File: src/rtl/bus_bridge_pkg.sv
// Shared definitions for the CPU-to-bus bridge: FSM encodings and the
// read data returned when a bus cycle is abandoned.
package bus_bridge_pkg;

   typedef enum logic [1:0] {
      IDLE = 2'd0,
      BUS  = 2'd1,
      RESP = 2'd2,
      HOLD = 2'd3
   } state_e;

   localparam logic [31:0] ERR_DATA_DEFAULT = 32'hDEAD_BEEF;

endpackage

File: src/rtl/bus_bridge_if.sv
// CPU request/response and bus signals of the bridge, bundled with the
// bridge-side (master) and environment-side (slave) views.
interface bus_bridge_if;
   import bus_bridge_pkg::*;

   // CPU side: req_en is a level held until rsp_ack; rsp_ack is a one-cycle
   // pulse. Bus side: W_STB qualifies a cycle and all W_* outputs stay stable
   // until W_ACK is sampled high or the bridge times out.
   logic        req_en;
   logic        req_we;
   logic [31:0] req_addr;
   logic [31:0] req_wdata;
   logic [1:0]  req_thread;
   logic [31:0] rsp_data;
   logic        rsp_ack;
   logic        rsp_err;
   logic [31:0] W_ADDR;
   logic [31:0] W_DATA_O;
   logic        W_WRITE;
   logic        W_STB;
   logic [1:0]  W_TID;
   logic [31:0] W_DATA_I;
   logic        W_ACK;
   state_e      dbg_state;

   modport master (
      input  req_en, req_we, req_addr, req_wdata, req_thread, W_DATA_I, W_ACK,
      output rsp_data, rsp_ack, rsp_err, W_ADDR, W_DATA_O, W_WRITE, W_STB, W_TID,
      output dbg_state
   );

   modport slave (
      output req_en, req_we, req_addr, req_wdata, req_thread, W_DATA_I, W_ACK,
      input  rsp_data, rsp_ack, rsp_err, W_ADDR, W_DATA_O, W_WRITE, W_STB, W_TID,
      input  dbg_state
   );

endinterface

File: src/rtl/bus_timer.sv
// 8-bit bus-cycle watchdog: counts enabled cycles and flags the last cycle
// before the count reaches TIMEOUT.
module bus_timer #(
   parameter logic [7:0] TIMEOUT = 8'd255
) (
   input  logic clk,
   input  logic rst_i,
   input  logic clr_i,
   input  logic en_i,
   output logic tc_o
);

   logic [7:0] count_q, count_d;

   always_comb begin
      count_d = count_q;
      if (clr_i) begin
         count_d = 8'd0;
      end else if (en_i) begin
         count_d = count_q + 8'd1;
      end
   end

   always_ff @(posedge clk) begin
      if (rst_i) begin
         count_q <= 8'd0;
      end else begin
         count_q <= count_d;
      end
   end

   // The count becomes TIMEOUT on this cycle's edge, so the bus cycle ends here.
   assign tc_o = (count_q == TIMEOUT - 8'd1);

endmodule

File: src/rtl/bus_bridge.sv
// Bridges a held CPU request level onto a strobe/acknowledge bus, with a
// bus-cycle timeout and a guard against replaying a still-held request.
module bus_bridge import bus_bridge_pkg::*; #(
   parameter logic [7:0]  TIMEOUT  = 8'd255,
   parameter logic [31:0] ERR_DATA = ERR_DATA_DEFAULT
) (
   input logic          clk,
   input logic          W_RST,
   bus_bridge_if.master bus
);

   state_e      state_q, state_d;
   logic [31:0] addr_q, addr_d;
   logic [31:0] wdata_q, wdata_d;
   logic [31:0] rdata_q, rdata_d;
   logic [1:0]  tid_q, tid_d;
   logic        we_q, we_d;
   logic        err_q, err_d;
   logic        in_bus;
   logic        tmr_tc;

   assign in_bus = (state_q == BUS);

   bus_timer #(.TIMEOUT(TIMEOUT)) u_timer (
      .clk   (clk),
      .rst_i (W_RST),
      .clr_i (!in_bus),
      .en_i  (in_bus && !bus.W_ACK),
      .tc_o  (tmr_tc)
   );

   always_comb begin
      state_d = state_q;
      addr_d  = addr_q;
      wdata_d = wdata_q;
      rdata_d = rdata_q;
      tid_d   = tid_q;
      we_d    = we_q;
      err_d   = err_q;
      unique case (state_q)
         IDLE: begin
            if (bus.req_en) begin
               addr_d  = bus.req_addr;
               wdata_d = bus.req_wdata;
               we_d    = bus.req_we;
               tid_d   = bus.req_thread;
               state_d = BUS;
            end
         end
         BUS: begin
            // An acknowledge wins over a timeout landing on the same cycle.
            if (bus.W_ACK) begin
               if (!we_q) rdata_d = bus.W_DATA_I;
               state_d = RESP;
            end else if (tmr_tc) begin
               if (!we_q) rdata_d = ERR_DATA;
               err_d   = 1'b1;
               state_d = RESP;
            end
         end
         RESP: state_d = HOLD;
         HOLD: begin
            // Only a dropped or different request may start another bus cycle.
            if (!bus.req_en || (bus.req_addr != addr_q) || (bus.req_we != we_q)) begin
               state_d = IDLE;
            end
         end
         default: state_d = IDLE;
      endcase
   end

   always_ff @(posedge clk) begin
      if (W_RST) begin
         state_q <= IDLE;
         addr_q  <= 32'd0;
         wdata_q <= 32'd0;
         rdata_q <= 32'd0;
         tid_q   <= 2'd0;
         we_q    <= 1'b0;
         err_q   <= 1'b0;
      end else begin
         state_q <= state_d;
         addr_q  <= addr_d;
         wdata_q <= wdata_d;
         rdata_q <= rdata_d;
         tid_q   <= tid_d;
         we_q    <= we_d;
         err_q   <= err_d;
      end
   end

   assign bus.W_STB     = in_bus;
   assign bus.W_ADDR    = addr_q;
   assign bus.W_DATA_O  = wdata_q;
   assign bus.W_WRITE   = we_q;
   assign bus.W_TID     = tid_q;
   assign bus.rsp_ack   = (state_q == RESP);
   assign bus.rsp_data  = rdata_q;
   assign bus.rsp_err   = err_q;
   assign bus.dbg_state = state_q;

endmodule

File: src/flat_wrapper.sv
// flat-port wrapper written by rule: the top's interface ports become plain ports
module bus_bridge_flat import bus_bridge_pkg::*;
#(
   parameter logic [7:0]  TIMEOUT  = 8'd255,
   parameter logic [31:0] ERR_DATA = ERR_DATA_DEFAULT
)
  (clk, W_RST, bus_req_en, bus_req_we, bus_req_addr, bus_req_wdata, bus_req_thread, bus_W_DATA_I, bus_W_ACK, bus_rsp_data, bus_rsp_ack, bus_rsp_err, bus_W_ADDR, bus_W_DATA_O, bus_W_WRITE, bus_W_STB, bus_W_TID, bus_dbg_state);
  bus_bridge_if bus_i ();
  input logic clk;
  input logic W_RST;
  input wire logic [$bits(bus_i.req_en)-1:0] bus_req_en;
  input wire logic [$bits(bus_i.req_we)-1:0] bus_req_we;
  input wire logic [$bits(bus_i.req_addr)-1:0] bus_req_addr;
  input wire logic [$bits(bus_i.req_wdata)-1:0] bus_req_wdata;
  input wire logic [$bits(bus_i.req_thread)-1:0] bus_req_thread;
  input wire logic [$bits(bus_i.W_DATA_I)-1:0] bus_W_DATA_I;
  input wire logic [$bits(bus_i.W_ACK)-1:0] bus_W_ACK;
  output wire logic [$bits(bus_i.rsp_data)-1:0] bus_rsp_data;
  output wire logic [$bits(bus_i.rsp_ack)-1:0] bus_rsp_ack;
  output wire logic [$bits(bus_i.rsp_err)-1:0] bus_rsp_err;
  output wire logic [$bits(bus_i.W_ADDR)-1:0] bus_W_ADDR;
  output wire logic [$bits(bus_i.W_DATA_O)-1:0] bus_W_DATA_O;
  output wire logic [$bits(bus_i.W_WRITE)-1:0] bus_W_WRITE;
  output wire logic [$bits(bus_i.W_STB)-1:0] bus_W_STB;
  output wire logic [$bits(bus_i.W_TID)-1:0] bus_W_TID;
  output wire logic [$bits(bus_i.dbg_state)-1:0] bus_dbg_state;
  assign bus_i.req_en = bus_req_en;
  assign bus_i.req_we = bus_req_we;
  assign bus_i.req_addr = bus_req_addr;
  assign bus_i.req_wdata = bus_req_wdata;
  assign bus_i.req_thread = bus_req_thread;
  assign bus_i.W_DATA_I = bus_W_DATA_I;
  assign bus_i.W_ACK = bus_W_ACK;
  assign bus_rsp_data = bus_i.rsp_data;
  assign bus_rsp_ack = bus_i.rsp_ack;
  assign bus_rsp_err = bus_i.rsp_err;
  assign bus_W_ADDR = bus_i.W_ADDR;
  assign bus_W_DATA_O = bus_i.W_DATA_O;
  assign bus_W_WRITE = bus_i.W_WRITE;
  assign bus_W_STB = bus_i.W_STB;
  assign bus_W_TID = bus_i.W_TID;
  assign bus_dbg_state = bus_i.dbg_state;
  bus_bridge #(.TIMEOUT(TIMEOUT), .ERR_DATA(ERR_DATA)) u_core (.clk(clk), .W_RST(W_RST), .bus(bus_i));
endmodule
File: config.mk
export PLATFORM = sky130hd
export DESIGN_NAME = bus_bridge_flat
export DESIGN_NICKNAME = d
export VERILOG_FILES = /design/src/rtl/bus_bridge_pkg.sv /design/src/rtl/bus_bridge_if.sv /design/src/rtl/bus_timer.sv /design/src/rtl/bus_bridge.sv /design/src/flat_wrapper.sv
export SDC_FILE = /design/constraint.sdc
export NUM_CORES = 1
export LEC_CHECK = 0
export ABC_AREA = 1
export CORE_MARGIN = 1
export CORE_UTILIZATION = 46
export CTS_BUF_LIST = sky130_fd_sc_hd__clkbuf_4 sky130_fd_sc_hd__clkbuf_8
export CTS_CLUSTER_SIZE = 24
export DETAILED_ROUTE_END_ITERATION = 10
export GPL_TIMING_DRIVEN = 0
export PLACE_DENSITY_LB_ADDON = 0.12
export SETUP_SLACK_MARGIN = 0.1
export SYNTH_ARGS = -nofsm -noshare
export SYNTH_HDL_FRONTEND = slang
export SYNTH_HIERARCHICAL = 1
export SYNTH_SLANG_ARGS = --single-unit
File: constraint.sdc
create_clock -name clk -period 3.8 [get_ports clk]
set_input_delay 0.76 -clock clk [delete_from_list [all_inputs] [get_ports clk]]
set_output_delay 0.76 -clock clk [all_outputs]
set_load 0.01 [all_outputs]
# Word level (Yosys, flattened, before mapping)
# Cells that the tools add are included.
# word_totals
regBits	110
input_bits	103
output_inout_bits	104
elab_cells	42
# classes
addsub	1
n_eq_ne	9
mux	9
n_bitwise	3
reduce_logical	12
# op_table
cell	n
$mux 32	4
$ne 32x32->1	1
$reduce_and 3->1	3
$add 8x1->8 const B	1
$eq 8x8->1 const B	1
$mux 2	4
$pmux 2 s4	1
$eq 2x2->1 const B	2
$ne 3x3->1 const B	1
$not 1->1	3
$eq 2x1->1 const B	1
$logic_not 1->1	2
$logic_not 2->1	1
$logic_or 1x1->1	2
$ne 2x1->1 const B	1
$ne 2x2->1 const B	1
$reduce_and 2->1	1
$reduce_bool 2->1	1
$reduce_or 2->1	1
$logic_and 1x1->1	1
$ne 1x1->1	1

# Logic depth before layout (Yosys ltp)
# Gate-level depths: netlist (run 1).
# logic_depth
ltp_word	5
mapped_depth	12
ltp_nobuf	12

# By module
# The synthesis (run 1) kept the hierarchy.
# modules_own_cells
mod	instances	cells_each	area_each_um2	seq_area_each_um2
bus_bridge	1	578	4205.3	2042.0
bus_timer	1	54	382.9	160.2

# Worst setup path after synthesis (run 1)
# Ideal clock, no wire load.
# synth_path
path_kind	input port to flip-flop
startpoint	in bus_W_ACK
endpoint	reg u_core.u_timer.count_q[6]
setup_ps	111
arrival_ps	1676
required_time_ps	3689
slack_ps	2012
path_stages	7
path_buffers	1
path_cell_list	buf_2 -> nor2_1 -> nand3_1 -> nor2_1 -> nand2_1 -> nand2_1 -> nor2_1
# synth_between
elab_chain_len	2
# synth_rtl
element	line	rtl
start: declaration	flat_wrapper.sv:17	input wire logic [$bits(bus_i.W_ACK)-1:0] bus_W_ACK;
$logic_not 1->1	bus_bridge.sv:28	.en_i (in_bus && !bus.W_ACK),
$logic_and 1x1->1	bus_bridge.sv:28	
end signal: assignment	bus_timer.sv:28	count_q <= count_d;
end: declaration	bus_timer.sv:13	logic [7:0] count_q, count_d;
# Every way passes these cells.
# A chain may end at the register's enable or synchronous reset.

# Final worst setup path (run 1)
# layout_path
startpoint	reg u_core.state_q[0] (netlist: u_core/bus.dbg_state[0])
endpoint	out bus_rsp_ack
# layout_between
elab_chain_len	1
# layout_rtl
element	line	rtl
start: declaration	bus_bridge.sv:12	state_e state_q, state_d;
start signal: assignment	bus_bridge.sv:82	state_q <= state_d;
$eq 2x2->1	bus_bridge.sv:97	assign bus.rsp_ack = (state_q == RESP);
end: declaration	flat_wrapper.sv:19	output wire logic [$bits(bus_i.rsp_ack)-1:0] bus_rsp_ack;
# Every way passes these cells.

==> results.txt, run 1 <==
Final ANT Viol Nets -> 0
warnings from Yosys -> 6
Clock Tree Root -> clkbuf_8
Synth Register Bits -> 110
WP data required -> 3.04 ns
CP max stage cell -> clkdlybuf4s50_1
vias in the first global route -> 4418
Initial Utilization -> 0.472
Post-CTS Setup Repair Bufs -> 0
EDFF count, synth -> 0
area of placed instances -> 6820 sq um
post-route cell area -> 7020 sq um
Top FF cell, synth -> dfxtp_1
Core ar. -> 9730 sq um
RSZ-0062 raised after global routing -> no
leading area contributor after synthesis -> dfxtp_1
Final Skew -> 0.0170 ns
fin nets -> 959
pin count of the biggest net entering global routing -> 22
FFs w/ async S/R, synth -> 0
n_diodes -> 0
Ports -> 207
Post-Syn Area -> 4590 sq um
cell with the most instances after synthesis -> nor2_1
antenna violations before repair -> 0
Hold Path Class -> flip-flop to flip-flop
Cell Rows -> 36
maximum VDD drop -> 374 uV
Worst-path clk slew -> 0.11 ns
Synth Area in Adders -> 0.0191
Post-Synth XOR/XNOR Area -> 0.0210
GRT Util Overall -> 0.255
Filler Cells Inserted -> 811
post-synthesis sequential area ratio -> 0.480
cells after synthesis -> 632
met2 usage -> 0.435
TritonCTS clock tree -> yes
hpwl dp -> 10300 microns
Setup Crit Path Kind -> flip-flop to output pin
die width -> 102 microns
Port Buffers -> 206
1st-pass router iterations -> 4
crit path max fanout -> 5
Final period util -> 0.631
Startpoint Class -> flip-flop
die area -> 10400 sq um
Num CTS Buffers -> 9
Final Hold Fails -> 0
met3 GRT Util -> 0.0896
reported leakage power -> 2.75 nW
multi-input combinational cell area -> 2020 sq um
height of the chip -> 102 microns
Post-synth top cells -> nor2_1 (117), dfxtp_1 (110), nand2_1 (99)
vias -> 4818
status -> finished, final reports clean
Synth Area per Inst -> 7.26 sq um
Routed WL per cell -> 13.5 microns
post-synthesis mux area share -> 0
critical-path cell list -> inv_1 -> ha_1 -> clkdlybuf4s50_1
Final Slew Violations -> 0
Crit path max-delay family -> buffers and inverters
largest family of logic cells by synthesized area -> simple AND/OR/NAND/NOR gates
Storage cell area -> 2200 sq um
Synthesized Nets -> 742
Setup Viol. Count Final -> 0
max cap viols -> 0
Congestion Overflow GR -> 0
critical path endpoint category -> output pin
GPL Wtd Cong -> 0.830
Routed WL -> 13300 microns
Synth Area in Simple Gates -> 0.215
hold-fix buffers at CTS -> 0
Area Growth Syn to Fin -> 53.0%
H-tree Lvls -> 3
Crit path buffers/inverters -> 2
synth unique cells -> 25
CTS Buffer Depth -> 2
clk_lat worst skew -> 0.37 ns
setup_tns -> 0 ns
Avg Vias per Cell -> 4.88
Peak Freq -> 417 MHz
Slew HR -> 0.658
Initial DRC Count -> 146
Synth area leaders -> dfxtp_1 (48%), o21ai_1 (9.7%), nor2_1 (9.6%)
post-layout min period -> 2.40 ns
worst slew pin tran -> 0.509 ns
complex-gate fraction of the synthesized area -> 0.184
Critical Path AT -> 1.64 ns
global route hottest layer -> met2
Synth top area share -> 0.480
max incr delay on CP -> 0.49 ns
post-cts repair resize count -> 0
met1 usage -> 0.295
Power per Cell Area -> 578 nW/um^2
DRC -> 0
clock sinks -> 110
layout cell share with drive strength beyond 1 -> 0.0574
first-pass GRT wire length -> 20700 microns
cells by family after synthesis:
family                     Yosys count
buffers and inverters               92
xor gates and xnor gates            11
DFF                                110
and+or+nand+nor                    245
AOI/OAI and AO/OA                  167
adders and majority gates            7
layout by cell type (no fill, tap or decap), drive strengths merged, types with 15 or more instances in the layout:
master / instances
buf: 15
dfxtp: 110
a21oi: 61
nor2: 122
clkbuf: 26
inv: 63
nand2: 100
o21ai: 103
clkdlybuf4s50: 206
nand3: 18
worst register-to-register path, delay by kind of cell (launching register included):
| kind | cells | cell delay (ns) |
|---|---|---|
| and+or+nand+nor | 2 | 0.50 |
| DFF | 1 | 0.37 |
| AOI/OAI and AO/OA | 3 | 0.45 |
| adders and majority gates | 1 | 0.14 |
| buffers and inverters | 3 | 0.41 |
cell type report:
type,count,share of cell area
buffer,32,0.0207
clock buffer,9,0.0176
clock inverter,7,0.0112
inverter,60,0.0321
multi-input combinational,430,0.287
sequential,110,0.314
tap,133,0.0237
timing repair buffer,206,0.294
through the flow:
stage               total power (W)  hold WS, ns  setup WS (ns)  utilization  cells
finish                      0.00406        0.455           1.40        0.721    987
global route                0.00433        0.488           1.31        0.721    987
CTS                         0.00408        0.458           1.39        0.721    987
detailed placement          0.00337        0.441           1.27        0.701    971
global placement            0.00332        0.440           1.37        0.701    971
floorplan                   0.00248        0.441           2.01            -    632
registers in the layout, indices dropped and copies added (netlist names):
name and cells:
u_core/bus.rsp_data 32, u_core/bus.W_DATA_O 32, u_core/bus.W_WRITE 1, u_core/bus.rsp_err 1, u_core/bus.W_TID 2, u_core/bus.W_ADDR 32, u_core/bus.dbg_state 2, u_core/u_timer/count_q 8
report_power, final:
part	internal [W]	total, W	switching, W
clock network	0.000262	0.000702	0.000441
registers	0.00143	0.00161	0.000182
logic	0.000865	0.00174	0.000880
total	0.00256	0.00406	0.00150
layer usage:
layer | wire length [microns] | vias to the layer above
li1 | - | 2450
met4 | 354 | 0
met3 | 1090 | 28
met5 | 0 | -
met2 | 6530 | 162
met1 | 5340 | 2178
worst paths after layout:
check                                               from                                    to  slack, ns  cells past startpoint
hold reg to reg          u_core/bus.rsp_err$_SDFFE_PP0P_       u_core/bus.rsp_err$_SDFFE_PP0P_       0.46                      2
setup / recovery    u_core/bus.dbg_state[0]$_SDFFE_PP0P_                           bus_rsp_ack       1.40                      3
hold / removal           u_core/bus.rsp_err$_SDFFE_PP0P_       u_core/bus.rsp_err$_SDFFE_PP0P_       0.46                      2
setup reg to reg  u_core/u_timer/count_q[0]$_SDFFE_PP0P_  u_core/bus.rsp_data[26]$_SDFFE_PP0P_       1.89                      9
Note: power is estimated with default switching activity, not from simulation.
==> inputs of run 2 (changes only) <==
--- a/config.mk
+++ b/config.mk
@@ -7,7 +7,7 @@
 export LEC_CHECK = 0
 export ABC_AREA = 1
 export CORE_MARGIN = 1
-export CORE_UTILIZATION = 46
+export CORE_UTILIZATION = 43
 export CTS_BUF_LIST = sky130_fd_sc_hd__clkbuf_4 sky130_fd_sc_hd__clkbuf_8
 export CTS_CLUSTER_SIZE = 24
 export DETAILED_ROUTE_END_ITERATION = 10
==> constraint.sdc (replaced) <==
create_clock -name clk -period 2.3 [get_ports clk]
set_input_delay 0.46 -clock clk [delete_from_list [all_inputs] [get_ports clk]]
set_output_delay 0.46 -clock clk [all_outputs]
set_load 0.01 [all_outputs]
==> run 2 against run 1 <==
Non-clock buffer count did not move. Clock power grew 74%. Worst hold slack better by 0.012 ns. Cell count rose by 0.30%. Sequential share of layout area about the same. Largest cell class unchanged. Largest power group unchanged.
==> results.txt, run 2 (synthesized netlist as in run 1, its figures left out) <==
Final period util -> 0.911
Final Hold Fails -> 0
Area Growth Syn to Fin -> 53.2%
Worst Setup SP -> u_core/bus.dbg_state[0]$_SDFFE_PP0P_
Setup Viol. Count Final -> 0
post-cts repair resize count -> 0
WP data required -> 1.84 ns
Critical Path AT -> 1.64 ns
critical-path cell list -> inv_1 -> ha_1 -> clkdlybuf4s50_1
critical path endpoint category -> output pin
Post-CTS Setup Repair Bufs -> 0
Hold Path Class -> flip-flop to flip-flop
Startpoint Class -> flip-flop
DRC -> 0
Hold Crit Start -> u_core/bus.rsp_data[17]$_SDFFE_PP0P_
Num CTS Buffers -> 9
Final Skew -> 0.00873 ns
status -> finished, final reports clean
R2R Setup Slk -> 0.39 ns
hold-fix buffers at CTS -> 0
Avg Vias per Cell -> 4.90
CTS Buffer Depth -> 2
maximum VDD drop -> 534 uV
height of the chip -> 105 microns
met3 GRT Util -> 0.0699
Final Slew Violations -> 0
clock sinks -> 110
hpwl dp -> 10400 microns
Peak Freq -> 477 MHz
max incr delay on CP -> 0.49 ns
reported leakage power -> 2.75 nW
Worst-path clk slew -> 0.11 ns
first-pass GRT wire length -> 21800 microns
crit path max fanout -> 5
Setup Crit Path Kind -> flip-flop to output pin
global route hottest layer -> met2
die area -> 11100 sq um
vias in the first global route -> 4700
layout cell share with drive strength beyond 1 -> 0.0574
1st-pass router iterations -> 4
Filler Cells Inserted -> 875
pin count of the biggest net entering global routing -> 20
vias -> 4849
multi-input combinational cell area -> 2020 sq um
Core ar. -> 10300 sq um
GRT Util Overall -> 0.246
Routed WL per cell -> 13.7 microns
Storage cell area -> 2200 sq um
met2 usage -> 0.406
H-tree Lvls -> 3
area of placed instances -> 6820 sq um
commonest non-fill, non-tap cells in the layout -> clkdlybuf4s50_1 (206), nor2_1 (117), dfxtp_1 (110), nand2_1 (99), o21ai_1 (89)
RSZ-0062 raised after global routing -> no
Crit path max-delay family -> buffers and inverters
Clock Tree Root -> clkbuf_8
Final ANT Viol Nets -> 0
TritonCTS clock tree -> yes
commonest non-fill, non-tap cell in the layout -> clkdlybuf4s50_1
CP max stage cell -> clkdlybuf4s50_1
setup_tns -> 0 ns
Initial DRC Count -> 215
Power per Cell Area -> 964 nW/um^2
Congestion Overflow GR -> 0
worst slew pin tran -> 0.541 ns
fin nets -> 959
post-layout min period -> 2.10 ns
Crit path buffers/inverters -> 2
Finished Core Util -> 0.681
r2r startpoint -> u_core/u_timer/count_q[0]$_SDFFE_PP0P_
n_diodes -> 0
antenna violations before repair -> 0
max cap viols -> 0
Layout Cells excl Fill -> 990
GPL Wtd Cong -> 0.824
clk_lat worst skew -> 0.37 ns
Port Buffers -> 206
met1 usage -> 0.285
post-route cell area -> 7030 sq um
Initial Utilization -> 0.444
Ports -> 207
Routed WL -> 13600 microns
Slew HR -> 0.639
Cell Rows -> 37
placed insts -> 974
die width -> 105 microns
## run 2: area by class of cell
cell class | instances | area share
sequential | 110 | 0.313
timing repair buffer | 206 | 0.293
multi-input combinational | 430 | 0.287
inverter | 60 | 0.0320
tap | 136 | 0.0242
buffer | 32 | 0.0206
clock buffer | 10 | 0.0187
clock inverter | 6 | 0.0110
## run 2: worst reg2reg max path: cells and delay by family (launching register included)
kind | cells | cell delay, ns
buf+inv | 3 | 0.39
compound gates | 3 | 0.40
simple gates | 2 | 0.51
flops | 1 | 0.37
fa+ha+maj | 1 | 0.15
## run 2: final timing paths
| kind | endpoint | depth (start not counted) |
|---|---|---|
| min reg2reg | u_core/bus.rsp_data[17]$_SDFFE_PP0P_ | 2 |
| max | bus_rsp_ack | 3 |
| min | u_core/bus.rsp_data[17]$_SDFFE_PP0P_ | 2 |
| max reg2reg | u_core/bus.rsp_data[25]$_SDFFE_PP0P_ | 9 |
## run 2: per-stage QoR
step           hold slack, ns  power, W  setup WS [ns]
4_1_cts                 0.470   0.00683          0.173
6_report                0.467   0.00677          0.205
3_3_place_gp            0.440   0.00551          0.133
5_1_grt                 0.486   0.00723          0.124
2_1_floorplan           0.441   0.00410          0.682
3_5_place_dp            0.454   0.00559          0.112
## run 2: metal layers
metal | vias to the layer above | wire length (microns)
li1 | 2463 | -
met2 | 172 | 6380
met4 | 0 | 631
met5 | - | 0
met3 | 43 | 954
met1 | 2171 | 5600
## run 2: power by group
| part | switching [W] | internal, W |
|---|---|---|
| Combinational | 0.00146 | 0.00143 |
| Sequential | 0.000304 | 0.00236 |
| Clock | 0.000686 | 0.000538 |
==> inputs of run 3 (changes only) <==
--- a/config.mk
+++ b/config.mk
@@ -6,14 +6,17 @@
 export NUM_CORES = 1
 export LEC_CHECK = 0
 export ABC_AREA = 1
+export CELL_PAD_IN_SITES_DETAIL_PLACEMENT = 0
+export CELL_PAD_IN_SITES_GLOBAL_PLACEMENT = 2
 export CORE_MARGIN = 1
-export CORE_UTILIZATION = 43
+export CORE_UTILIZATION = 22
 export CTS_BUF_LIST = sky130_fd_sc_hd__clkbuf_4 sky130_fd_sc_hd__clkbuf_8
 export CTS_CLUSTER_SIZE = 24
 export DETAILED_ROUTE_END_ITERATION = 10
 export GPL_TIMING_DRIVEN = 0
 export PLACE_DENSITY_LB_ADDON = 0.12
 export SETUP_SLACK_MARGIN = 0.1
+export SLEW_MARGIN = 10
 export SYNTH_ARGS = -nofsm -noshare
 export SYNTH_HDL_FRONTEND = slang
 export SYNTH_HIERARCHICAL = 1
==> run 3 against run 2 <==
Clock skew is 0.0085 ns higher. Sequential power hardly changed. Utilization is 33 points lower. Sequential share of layout area is 0.70 points lower. Critical endpoint is now bus_W_STB. First-iteration DRC count is 15% lower.
==> results.txt, run 3 (synthesized netlist as in run 1, its figures left out) <==
CP max stage cell -> clkdlybuf4s50_1
sequential share of power -> 0.391
RSZ-0062 raised after global routing -> no
Hold Crit Start -> u_core/bus.rsp_err$_SDFFE_PP0P_
post-layout min period -> 2.07 ns
hpwl dp -> 12400 microns
CTS Buffer Depth -> 2
antenna violations before repair -> 0
Routed WL -> 16000 microns
WP data required -> 1.84 ns
Final Slew Violations -> 0
1st-pass router iterations -> 7
max incr delay on CP -> 0.56 ns
die width -> 146 microns
reported leakage power -> 2.75 nW
Internal -> 0.00432 W
layout cell share with drive strength beyond 1 -> 0.0609
maximum VDD drop -> 403 uV
commonest non-fill, non-tap cell in the layout -> clkdlybuf4s50_1
critical-path cell list -> inv_1 -> ha_1 -> clkdlybuf4s50_1
Cell Rows -> 52
Post-Place Worst Slack -> 0.0887 ns
Congestion Overflow GR -> 0
Cells on Worst Hold Path -> 2
die area -> 21400 sq um
Reg2Reg Depth -> 6
pin count of the biggest net entering global routing -> 20
Final Hold Fails -> 0
Avg Vias per Cell -> 4.15
Startpoint Class -> flip-flop
max cap viols -> 0
Slew HR -> 0.578
Worst-path clk slew -> 0.11 ns
Routed WL per cell -> 14.2 microns
Worst Setup SP -> u_core/bus.dbg_state[1]$_SDFFE_PP0P_
Hold Path Class -> flip-flop to flip-flop
DRC -> 0
Setup Viol. Count Final -> 0
Final period util -> 0.898
critical path endpoint category -> output pin
status -> finished, final reports clean
Setup Crit Path Kind -> flip-flop to output pin
Sw Ratio -> 0.370
first-pass GRT wire length -> 25200 microns
GRT Util Overall -> 0.152
r2r startpoint -> u_core/bus.dbg_state[1]$_SDFFE_PP0P_
hold-fix buffers at CTS -> 0
GPL Wtd Cong -> 0.785
Power per Cell Area -> 952 nW/um^2
Core ar. -> 20400 sq um
post-route setup slack -> 0.234 ns
fin nets -> 959
worst slew pin tran -> 0.633 ns
H-tree Lvls -> 3
TritonCTS clock tree -> yes
setup_tns -> 0 ns
clk_lat worst skew -> 0.38 ns
height of the chip -> 146 microns
Peak Freq -> 484 MHz
clock sinks -> 110
Port Buffers -> 206
Area Growth Syn to Fin -> 56.9%
commonest non-fill, non-tap cells in the layout -> clkdlybuf4s50_1 (206), nor2_1 (117), dfxtp_1 (108), nand2_1 (99), o21ai_1 (89)
Clock Tree Root -> clkbuf_8
Ports -> 207
Final Skew -> 0.0172 ns
vias -> 4668
Initial Utilization -> 0.225
crit path max fanout -> 5
Critical Path AT -> 1.61 ns
n_diodes -> 0
Initial DRC Count -> 183
Final ANT Viol Nets -> 0
Num CTS Buffers -> 9
clock network fraction of total power -> 0.182
switching pwr -> 0.00253 W
vias in the first global route -> 4668
Comb pwr share -> 0.427
[run 3: routing by layer]
metal	wire [microns]	track usage	up-vias	part of all wire
li1	-	-	2456	-
met1	6980	0.181	2076	0.44
met5	0	0	-	0
met3	1320	0.0619	12	0.082
met2	7450	0.250	124	0.47
met4	250	0.0443	0	0.016
[run 3: power by group through the flow]
stage	Combinational [W]	Sequential (W)	Clock (W)
CTS	0.00298	0.00269	0.00133
global route	0.00324	0.00275	0.00141
detailed placement	0.00296	0.00272	0
floorplan	0.00121	0.00289	0
global placement	0.00294	0.00270	0
finish	0.00293	0.00268	0.00125
[run 3: per-stage QoR]
stage / power (W) / instance area (sq um) / util / instances / hold slack, ns
global placement: 0.00565 / 6990 / 0.343 / 1108 / 0.446
global route: 0.00739 / 7200 / 0.353 / 1124 / 0.487
floorplan: 0.00410 / 4590 / - / 632 / 0.441
detailed placement: 0.00568 / 6990 / 0.343 / 1108 / 0.452
CTS: 0.00699 / 7190 / 0.353 / 1124 / 0.470
finish: 0.00685 / 7200 / 0.353 / 1124 / 0.464
[run 3: repair_timing]
| action | CTS | global route |
|---|---|---|
| hold endpoints to repair | 0 | 0 |
| setup buffers | 0 | 0 |
| resized for setup | 0 | 3 |
| endpoints found under the setup margin | 0 | 5 |
[run 3: final cells by class]
cell class | instances | area (sq um)
Fill cell | 2158 | 13200
Buffer | 32 | 145
Clock inverter | 7 | 77.6
Sequential cell | 110 | 2200
Multi-Input combinational cell | 430 | 2020
Timing Repair Buffer | 206 | 2060
Clock buffer | 9 | 124
Inverter | 60 | 225
Tap cell | 270 | 338
[run 3: final timing paths]
kind,to,slack (ns)
min reg2reg,u_core/bus.rsp_err$_SDFFE_PP0P_,0.46
max reg2reg,u_core/bus.W_ADDR[31]$_SDFFE_PP0P_,0.43
max,bus_W_STB,0.23
min,u_core/bus.rsp_err$_SDFFE_PP0P_,0.46
[run 3: worst max-delay path: cells and delay by family, from the launching register on]
family,cells,cell delay (ns)
buf+inv,2,0.66
fa+ha+maj,1,0.20
flops,1,0.37
